--- src/rtl/fetch_ctrl_if.sv ---
// Instruction memory request/response port between the fetch sequencer
// (master) and the instruction memory or cache (slave).
interface fetch_ctrl_if;
  logic        MemReq;
  logic [31:0] MemAddr;
  logic        MemValid;
  logic [31:0] MemRData;

  modport master (
    output MemReq,
    output MemAddr,
    input  MemValid,
    input  MemRData
  );

  modport slave (
    input  MemReq,
    input  MemAddr,
    output MemValid,
    output MemRData
  );
endinterface

--- src/rtl/fetch_ctrl.sv ---
// Fetch-stage sequencer: owns the fetch PC, keeps at most one instruction
// memory request in flight, discards responses made stale by an Execute
// redirect and holds the fetched instruction while Decode is stalled.
//
// state | meaning
// ------+-----------------------------------------------------------------
// BOOT  | first cycle after reset, no request yet
// ISSUE | request pulse for fpc (no instruction held)
// WAIT  | one request outstanding; kill marks it stale
// HOLD  | instruction held on InstrF/PCF; re-issues when Decode accepts it
module fetch_ctrl #(
  parameter logic [31:0] RESET_PC  = 32'h0000_0000,
  parameter logic [31:0] NOP_INSTR = 32'h0000_0013
) (
  input  logic         clk,
  input  logic         rst,
  input  logic [1:0]   PCSrcE,
  input  logic [31:0]  PCTargetE,
  input  logic [31:0]  ALUResultE,
  input  logic         StallF,
  fetch_ctrl_if.master mem,
  output logic [31:0]  InstrF,
  output logic [31:0]  PCF,
  output logic [31:0]  PCPlus4F,
  output logic         InstrValidF
);

  typedef enum logic [1:0] {BOOT, ISSUE, WAIT, HOLD} state_t;

  state_t      state_q, state_d;
  logic [31:0] fpc_q, fpc_d;
  logic        kill_q, kill_d;
  logic [31:0] instr_q, instr_d;
  logic [31:0] pcf_q, pcf_d;
  logic [31:0] pcp4_q, pcp4_d;
  logic        valid_q, valid_d;
  logic        mem_req;
  logic        redirect;
  logic [31:0] target;

  // Redirect decode; 2'b11 is treated as sequential. Targets are word aligned.
  always_comb begin
    redirect = (PCSrcE == 2'b01) || (PCSrcE == 2'b10);
    target   = ((PCSrcE == 2'b10) ? ALUResultE : PCTargetE) & ~32'h0000_0003;
  end

  // Next-state, fetch PC and held-instruction update; redirect beats stall.
  always_comb begin
    state_d = state_q;
    fpc_d   = fpc_q;
    kill_d  = kill_q;
    instr_d = instr_q;
    pcf_d   = pcf_q;
    pcp4_d  = pcp4_q;
    valid_d = valid_q;
    mem_req = 1'b0;
    case (state_q)
      BOOT: begin
        state_d = ISSUE;
        if (redirect) fpc_d = target;
      end
      ISSUE: begin
        mem_req = 1'b1;
        state_d = WAIT;
        if (redirect) begin
          fpc_d  = target;
          kill_d = 1'b1;
        end
      end
      WAIT: begin
        if (mem.MemValid) begin
          if (!kill_q && !redirect) begin
            instr_d = mem.MemRData;
            pcf_d   = fpc_q;
            pcp4_d  = fpc_q + 32'd4;
            valid_d = 1'b1;
            fpc_d   = fpc_q + 32'd4;
            state_d = HOLD;
          end else begin
            // Stale response: drop it and re-issue from the current fpc.
            kill_d  = 1'b0;
            if (redirect) fpc_d = target;
            state_d = ISSUE;
          end
        end else if (redirect) begin
          fpc_d  = target;
          kill_d = 1'b1;
        end
      end
      HOLD: begin
        if (redirect) begin
          fpc_d   = target;
          valid_d = 1'b0;
          instr_d = NOP_INSTR;
          state_d = ISSUE;
        end else if (!StallF) begin
          // Decode takes the instruction; fetch the next one in the same cycle.
          mem_req = 1'b1;
          valid_d = 1'b0;
          instr_d = NOP_INSTR;
          state_d = WAIT;
        end
      end
      default: state_d = BOOT;
    endcase
  end

  // State and output registers with synchronous reset.
  always_ff @(posedge clk) begin
    if (rst) begin
      state_q <= BOOT;
      fpc_q   <= RESET_PC;
      kill_q  <= 1'b0;
      instr_q <= NOP_INSTR;
      pcf_q   <= RESET_PC;
      pcp4_q  <= RESET_PC + 32'd4;
      valid_q <= 1'b0;
    end else begin
      state_q <= state_d;
      fpc_q   <= fpc_d;
      kill_q  <= kill_d;
      instr_q <= instr_d;
      pcf_q   <= pcf_d;
      pcp4_q  <= pcp4_d;
      valid_q <= valid_d;
    end
  end

  assign mem.MemReq  = mem_req;
  assign mem.MemAddr = fpc_q;
  assign InstrF      = instr_q;
  assign PCF         = pcf_q;
  assign PCPlus4F    = pcp4_q;
  assign InstrValidF = valid_q;

endmodule

--- src/flat_wrapper.sv ---
// flat-port wrapper written by rule: the top's interface ports become plain ports
module fetch_ctrl_flat 
#(
  parameter logic [31:0] RESET_PC  = 32'h0000_0000,
  parameter logic [31:0] NOP_INSTR = 32'h0000_0013
)
  (clk, rst, PCSrcE, PCTargetE, ALUResultE, StallF, InstrF, PCF, PCPlus4F, InstrValidF, mem_MemReq, mem_MemAddr, mem_MemValid, mem_MemRData);
  fetch_ctrl_if mem_i ();
  input  logic clk;
  input  logic rst;
  input  logic [1:0] PCSrcE;
  input  logic [31:0] PCTargetE;
  input  logic [31:0] ALUResultE;
  input  logic StallF;
  output logic [31:0] InstrF;
  output logic [31:0] PCF;
  output logic [31:0] PCPlus4F;
  output logic InstrValidF;
  output wire logic [$bits(mem_i.MemReq)-1:0] mem_MemReq;
  output wire logic [$bits(mem_i.MemAddr)-1:0] mem_MemAddr;
  input wire logic [$bits(mem_i.MemValid)-1:0] mem_MemValid;
  input wire logic [$bits(mem_i.MemRData)-1:0] mem_MemRData;
  assign mem_MemReq = mem_i.MemReq;
  assign mem_MemAddr = mem_i.MemAddr;
  assign mem_i.MemValid = mem_MemValid;
  assign mem_i.MemRData = mem_MemRData;
  fetch_ctrl #(.RESET_PC(RESET_PC), .NOP_INSTR(NOP_INSTR)) u_core (.clk(clk), .rst(rst), .PCSrcE(PCSrcE), .PCTargetE(PCTargetE), .ALUResultE(ALUResultE), .StallF(StallF), .mem(mem_i), .InstrF(InstrF), .PCF(PCF), .PCPlus4F(PCPlus4F), .InstrValidF(InstrValidF));
endmodule
--- config.mk ---
export PLATFORM = sky130hd
export DESIGN_NAME = fetch_ctrl_flat
export DESIGN_NICKNAME = d
export VERILOG_FILES = /design/src/rtl/fetch_ctrl_if.sv /design/src/rtl/fetch_ctrl.sv /design/src/flat_wrapper.sv
export SDC_FILE = /design/constraint.sdc
export NUM_CORES = 1
export LEC_CHECK = 0
export ABC_CLOCK_PERIOD_IN_PS = 1900
export BUFFER_PORTS_ARGS = -buffer_cell sky130_fd_sc_hd__buf_2
export CORE_MARGIN = 4
export CORE_UTILIZATION = 45
export CTS_BUF_LIST = sky130_fd_sc_hd__clkbuf_8 sky130_fd_sc_hd__clkbuf_16
export DETAILED_ROUTE_END_ITERATION = 10
export GPL_TIMING_DRIVEN = 0
export PLACE_DENSITY = 0.77
export SETUP_SLACK_MARGIN = 0.05
export SLEW_MARGIN = 40
export SYNTH_ARGS = -nofsm -noshare
export SYNTH_HDL_FRONTEND = slang
export SYNTH_SLANG_ARGS = --single-unit
--- constraint.sdc ---
create_clock -name clk -period 1.9 [get_ports clk]
set_input_delay 0.38 -clock clk [delete_from_list [all_inputs] [get_ports clk]]
set_output_delay 0.38 -clock clk [all_outputs]
set_load 0.05 [all_outputs]
**Word level (Yosys, flattened, before mapping)**

Cells that the tools add are included.

- Register bits after elaboration: 132
- Bits in latches: 0
- Bits in writable memories: 0
- ROM bits: 0
- Input port bits: 102
- Output and inout bits: 130
- Memories: 0

- Add/subtract/negate cells: 1
- Multipliers: 0
- Div/mod/pow operators: 0
- $lt $le $gt $ge: 0
- Eq/ne operators: 9
- Shifts and indexed selects: 0
- Multiplexer cells: 27
- Bitwise gates (word level): 0
- Reductions and logical operators: 12

Operators by type and width:

| cell | number |
|---|---|
| 32-bit 2-to-1 mux | 8 |
| 32-bit one-hot mux with 2 select lines | 2 |
| 32-bit by 3-bit adder with 32-bit output (second input constant) | 1 |
| 1-bit 2-to-1 mux | 9 |
| 2-bit 2-to-1 mux | 4 |
| 2-bit one-hot mux with 4 select lines | 1 |
| 2-bit == test (second input constant) | 3 |
| 1-bit one-hot mux with 2 select lines | 3 |
| 2-bit by 1-bit == test with 1-bit output (second input constant) | 2 |
| 2-bit AND reduction | 2 |
| 4-bit AND reduction | 1 |
| 2-bit nonzero test | 2 |
| 3-bit by 2-bit inequality test with 1-bit output (second input constant) | 1 |
| 3-bit inequality test (second input constant) | 1 |
| 3-bit AND reduction | 1 |
| 3-bit OR reduction | 1 |
| 1-bit zero test | 2 |
| 2-bit zero test | 1 |
| 2-bit by 1-bit inequality test with 1-bit output (second input constant) | 1 |
| 2-bit inequality test (second input constant) | 1 |
| 1-bit logical AND | 1 |
| 1-bit logical OR | 1 |

**Logic depth before layout (Yosys ltp)**

- Word-level depth: 7
- Depth in mapped cells: 10
- Mapped depth without buffers: 7

**Worst setup path before layout**

No wires, ideal clock.

- Kind: register to register
- From: register u_core.fpc_q[2] (netlist: u_core.mem.MemAddr[2])
- To: register u_core.pcp4_q[26] (netlist: u_core.PCPlus4F[26])
- Setup time: 86 ps
- Arrival time: 2209 ps
- Path slack: -395 ps
- Stages on the path, launching flop included: 8
- Period minus slack after synthesis: 2295 ps
- Path through: dfxtp_1 > ha_1 > nand3_2 > nor4_1 > buf_2 > nand4_1 > xor2_1 > a211oi_1

- Longest elaborated chain between the ends: 1

RTL lines:

| element | RTL line | text |
|---|---|---|
| start: declaration | fetch_ctrl.sv:31 | `logic [31:0] fpc_q, fpc_d;` |
| start signal: assignment | fetch_ctrl.sv:120 | `fpc_q <= fpc_d;` |
| 32-bit by 3-bit adder with 32-bit output | fetch_ctrl.sv:75 | `pcp4_d = fpc_q + 32'd4;` |
| end signal: assignment | fetch_ctrl.sv:116 | `pcp4_q <= RESET_PC + 32'd4;` |
| end signal: assignment | fetch_ctrl.sv:124 | `pcp4_q <= pcp4_d;` |
| end: declaration | fetch_ctrl.sv:35 | `logic [31:0] pcp4_q, pcp4_d;` |

No other way between the ends.
A chain may end at the register's enable or synchronous reset.

**Worst setup path after layout**

- From: register u_core.fpc_q[6] (netlist: u_core.mem.MemAddr[6])
- To: register u_core.pcp4_q[24] (netlist: u_core.PCPlus4F[24])

The elaborated chain is that of the path after synthesis.

==> results.md <==
* First-pass GRT wire length at 32100 um
* Post-Synth Adder-Cell Area at 1.43%
* RR Endpoint: u_core.PCPlus4F[24]
* Crit Path Category: reg2reg
* Area grow syn2layout at 48.4%
* Slew margin rel. at 46.4%
* Wirelength per Cell at 18.7 um
* Crit-path max FO at 7
* IR drop worst, VDD at 664 uV
* Final Setup Violations at 15
* Total grt overflow at 0
* DRT antenna net count at 0
* TritonRoute pass-1 iters at 5
* Setup WS post-layout at -109 ps
* Tcrit/Tclk final at 106%
* Simple-gate share of the synthesized area at 24.5%
* Reg2Reg Depth at 7
* Dpl hpwl at 14900 um
* CTS tree: done
* DR vias at 6657
* Reg2Reg Launch Point: u_core.mem.MemAddr[6]
* Initial antenna violation count at 0
* Post-Synth XOR/XNOR Area at 7.86%
* Htree depth at 4
* CP startpoint kind: register
* Hold depth at 3
* Slew @ Worst Pin at 804 ps
* Clk Tree Root Cell: clkbuf_16
* Placed Area at between 0.007 and 0.008 sq mm
* Post-synth cell types at 41
* Reg2Reg Setup Slack at -110 ps
* # clock sinks at 130
* Max-cap violations at 0
* Chip height at 125 um
* Crit. Startpoint: u_core.mem.MemAddr[6]
* CTS max path bufs at 2
* Die Wd at 125 um
* Worst path required time at 2230 ps
* Synth Instances at 731
* Num CTS Buffers at 17
* Max Freq at 498 MHz
* Synthesized area per cell at 8.39 sq um
* Core area at 0.0133 sq mm
* Max-slew violations at 0
* Largest net degree at the start of global routing at 17
* DRC Markers at 0
* Drt total wl at 22700 um
* Final hold vios at 0
* PD cells at approximately 1100 mW/mm^2
* Fillers at around 1100
* Setup tns final at -715 ps
* Hold Path Sink: u_core.InstrF[10]
* 1st-iter DRT viols at 513
* Synth Area in Compound Gates at 17.1%
* Final core occ at 68.4%
* Min Tclk post-route at 2010 ps
* Hold WC Path Type: in2reg
* IO Port Bufs at 226
* Net count after synthesis at 840
* Hold Crit Start: mem_MemRData[10]
* Synth warn at 0
* Total GRT Usage at 25.8%
* Initial Utilization at between 40% and 50%
* Final instance area at between 0.009 and 0.01 sq mm
* RD Place Congestion at ~0.90
* Via-to-Cell Ratio at 5.49
* Leakage power at 3.81 nW
* Final Hold Slack at 227 ps
* Register area share after synthesis at between 40% and 50%
* Failing checks: setup timing
* Ant. Diodes at 0
* Die area at 0.0156 sq mm
* Setup crit end kind: register
* Status: finished with violations
* Worst-Skew Late Latency at 430 ps
* Combinational family with the most area after synthesis: simple AND/OR/NAND/NOR gates
* Share of post-route cells with drive strength above 1 at 42.6%
* IO Pins at 232
* Mux cell area share after synthesis at 1.33%
* Clock skew at 12.4 ps
* RSZ-0062 raised after global routing: yes
* Mapped Area at between 0.006 and 0.007 sq mm
* Std-Cell Rows at 42
* Clk slew on worst S/H paths at approximately 60 ps
* Nets at 1132
* Number of synthesized register bits at 130
* Critical path data arrival time at 2340 ps
* Number of global-route vias before repair at 5980
## cells in the mapped netlist, drive strengths merged
cell	instances	area, sq um
nor2b	26	163
nor4b	1	15.0
mux2	1	11.3
xor2	38	333
a21oi	67	335
nand2	119	447
nor2	42	158
a31o	1	8.76
buf	19	97.6
or2	3	18.8
and2	4	25.0
dfxtp	130	2600
mux2i	7	70.1
or3	1	6.26
o21ai	4	20.0
nand3	21	120
and3	4	25.0
inv	10	37.5
o22ai	7	43.8
a311oi	4	35.0
a31oi	1	6.26
nor3	16	85.1
nand4b	2	17.5
nand3b	32	240
a211oi	72	571
ha	7	87.6
nand2b	2	12.5
nor4	4	55.1
xnor2	17	149
clkbuf	50	191
nand4	15	115
o21bai	4	30.0
## cell usage in the layout, fill, tap and decap left out, drive strengths merged, types with 16 or more instances in the layout
cell | synthesis | layout
nor2b | 26 | 26
a21oi | 67 | 67
clkbuf | 50 | 62
xor2 | 38 | 38
a211oi | 72 | 72
nand3 | 21 | 21
nand2 | 119 | 119
nor3 | 16 | 16
dfxtp | 130 | 130
xnor2 | 17 | 17
nand3b | 32 | 32
nor2 | 42 | 42
buf | 19 | 296
## kinds of logic (layout without fill, tap and decap cells)
logic type,count (synthesis),in the layout
multiplexers,8,8
adder cells (fa/ha/maj),7,7
AO/OA/AOI/OAI,160,160
AND/OR/NAND/NOR,292,293
XOR/XNOR,55,55
buffers and inverters,79,383
flip-flops,130,130
## power by group
group / total [mW] / switching, mW / internal [mW]
combinational: 3.50 / 2.29 / 1.22
sequential: 3.31 / 0.254 / 3.06
clock: 3.58 / 1.26 / 2.32
total: 10.4 / 3.80 / 6.59
## through the flow
step                      power [mW]  cells  setup slack [ps]
final                           10.4   1212              -109
after global routing            10.8   1212              -184
after CTS                       9.96   1174              -208
after detailed placement        6.30   1133              -754
after global placement          6.27   1133              -741
after floorplan                 5.52    731              33.5
## repair_timing
item | CTS | global route
pin swaps | 3 | 42
hold buffers | 0 | 0
buffers inserted | 11 | 35
endpoints found under the setup margin | 111 | 112
resized for setup | 40 | 76
gates cloned | 1 | 5
## registers in the layout, indices dropped and copies added, names as in the netlist
register / count
u_core.PCF: 30
u_core.mem.MemAddr: 32
u_core.InstrValidF: 1
u_core.state_q: 2
u_core.InstrF: 32
u_core.kill_q: 1
u_core.PCPlus4F: 32
## final cells by class
cell class	count	area (sq um)	area share (%)
Multi-Input combinational cell	523	3530	38.8
Sequential cell	130	2680	29.4
Timing Repair Buffer	277	1570	17.3
Clock buffer	17	425	4.68
Buffer	64	413	4.54
Tap cell	176	220	2.42
Clock inverter	15	214	2.35
Inverter	10	41.3	0.454
## metal layers
layer	track usage (%)	vias up	part of all wire [%]	wire length [um]
met1	32.2	3096	39	8790
met2	42.7	363	48	10800
met3	6.95	75	9.4	2130
met5	0	-	0	0
li1	-	3123	-	-
met4	9.80	0	4.1	921
## worst max path at each step
stage                              to  slack (ps)  cells after the start
6_report          u_core.PCPlus4F[24]        -110                      7
3_5_place_dp   u_core.mem.MemAddr[10]        -750                      7
4_1_cts                    mem_MemReq        -210                      6
3_3_place_gp   u_core.mem.MemAddr[10]        -740                      7
5_1_grt        u_core.mem.MemAddr[18]        -180                      7
2_1_floorplan              mem_MemReq          30                      6
## critical path: stages, from the launching register on
cell and delay, ps:
dfxtp_4 380, nand2_1 300, nor4_4 490, buf_4 200, buf_6 130, nand2_2 50
xor2_1 150, a211oi_1 220
Note: power is estimated with default switching activity, not from simulation.
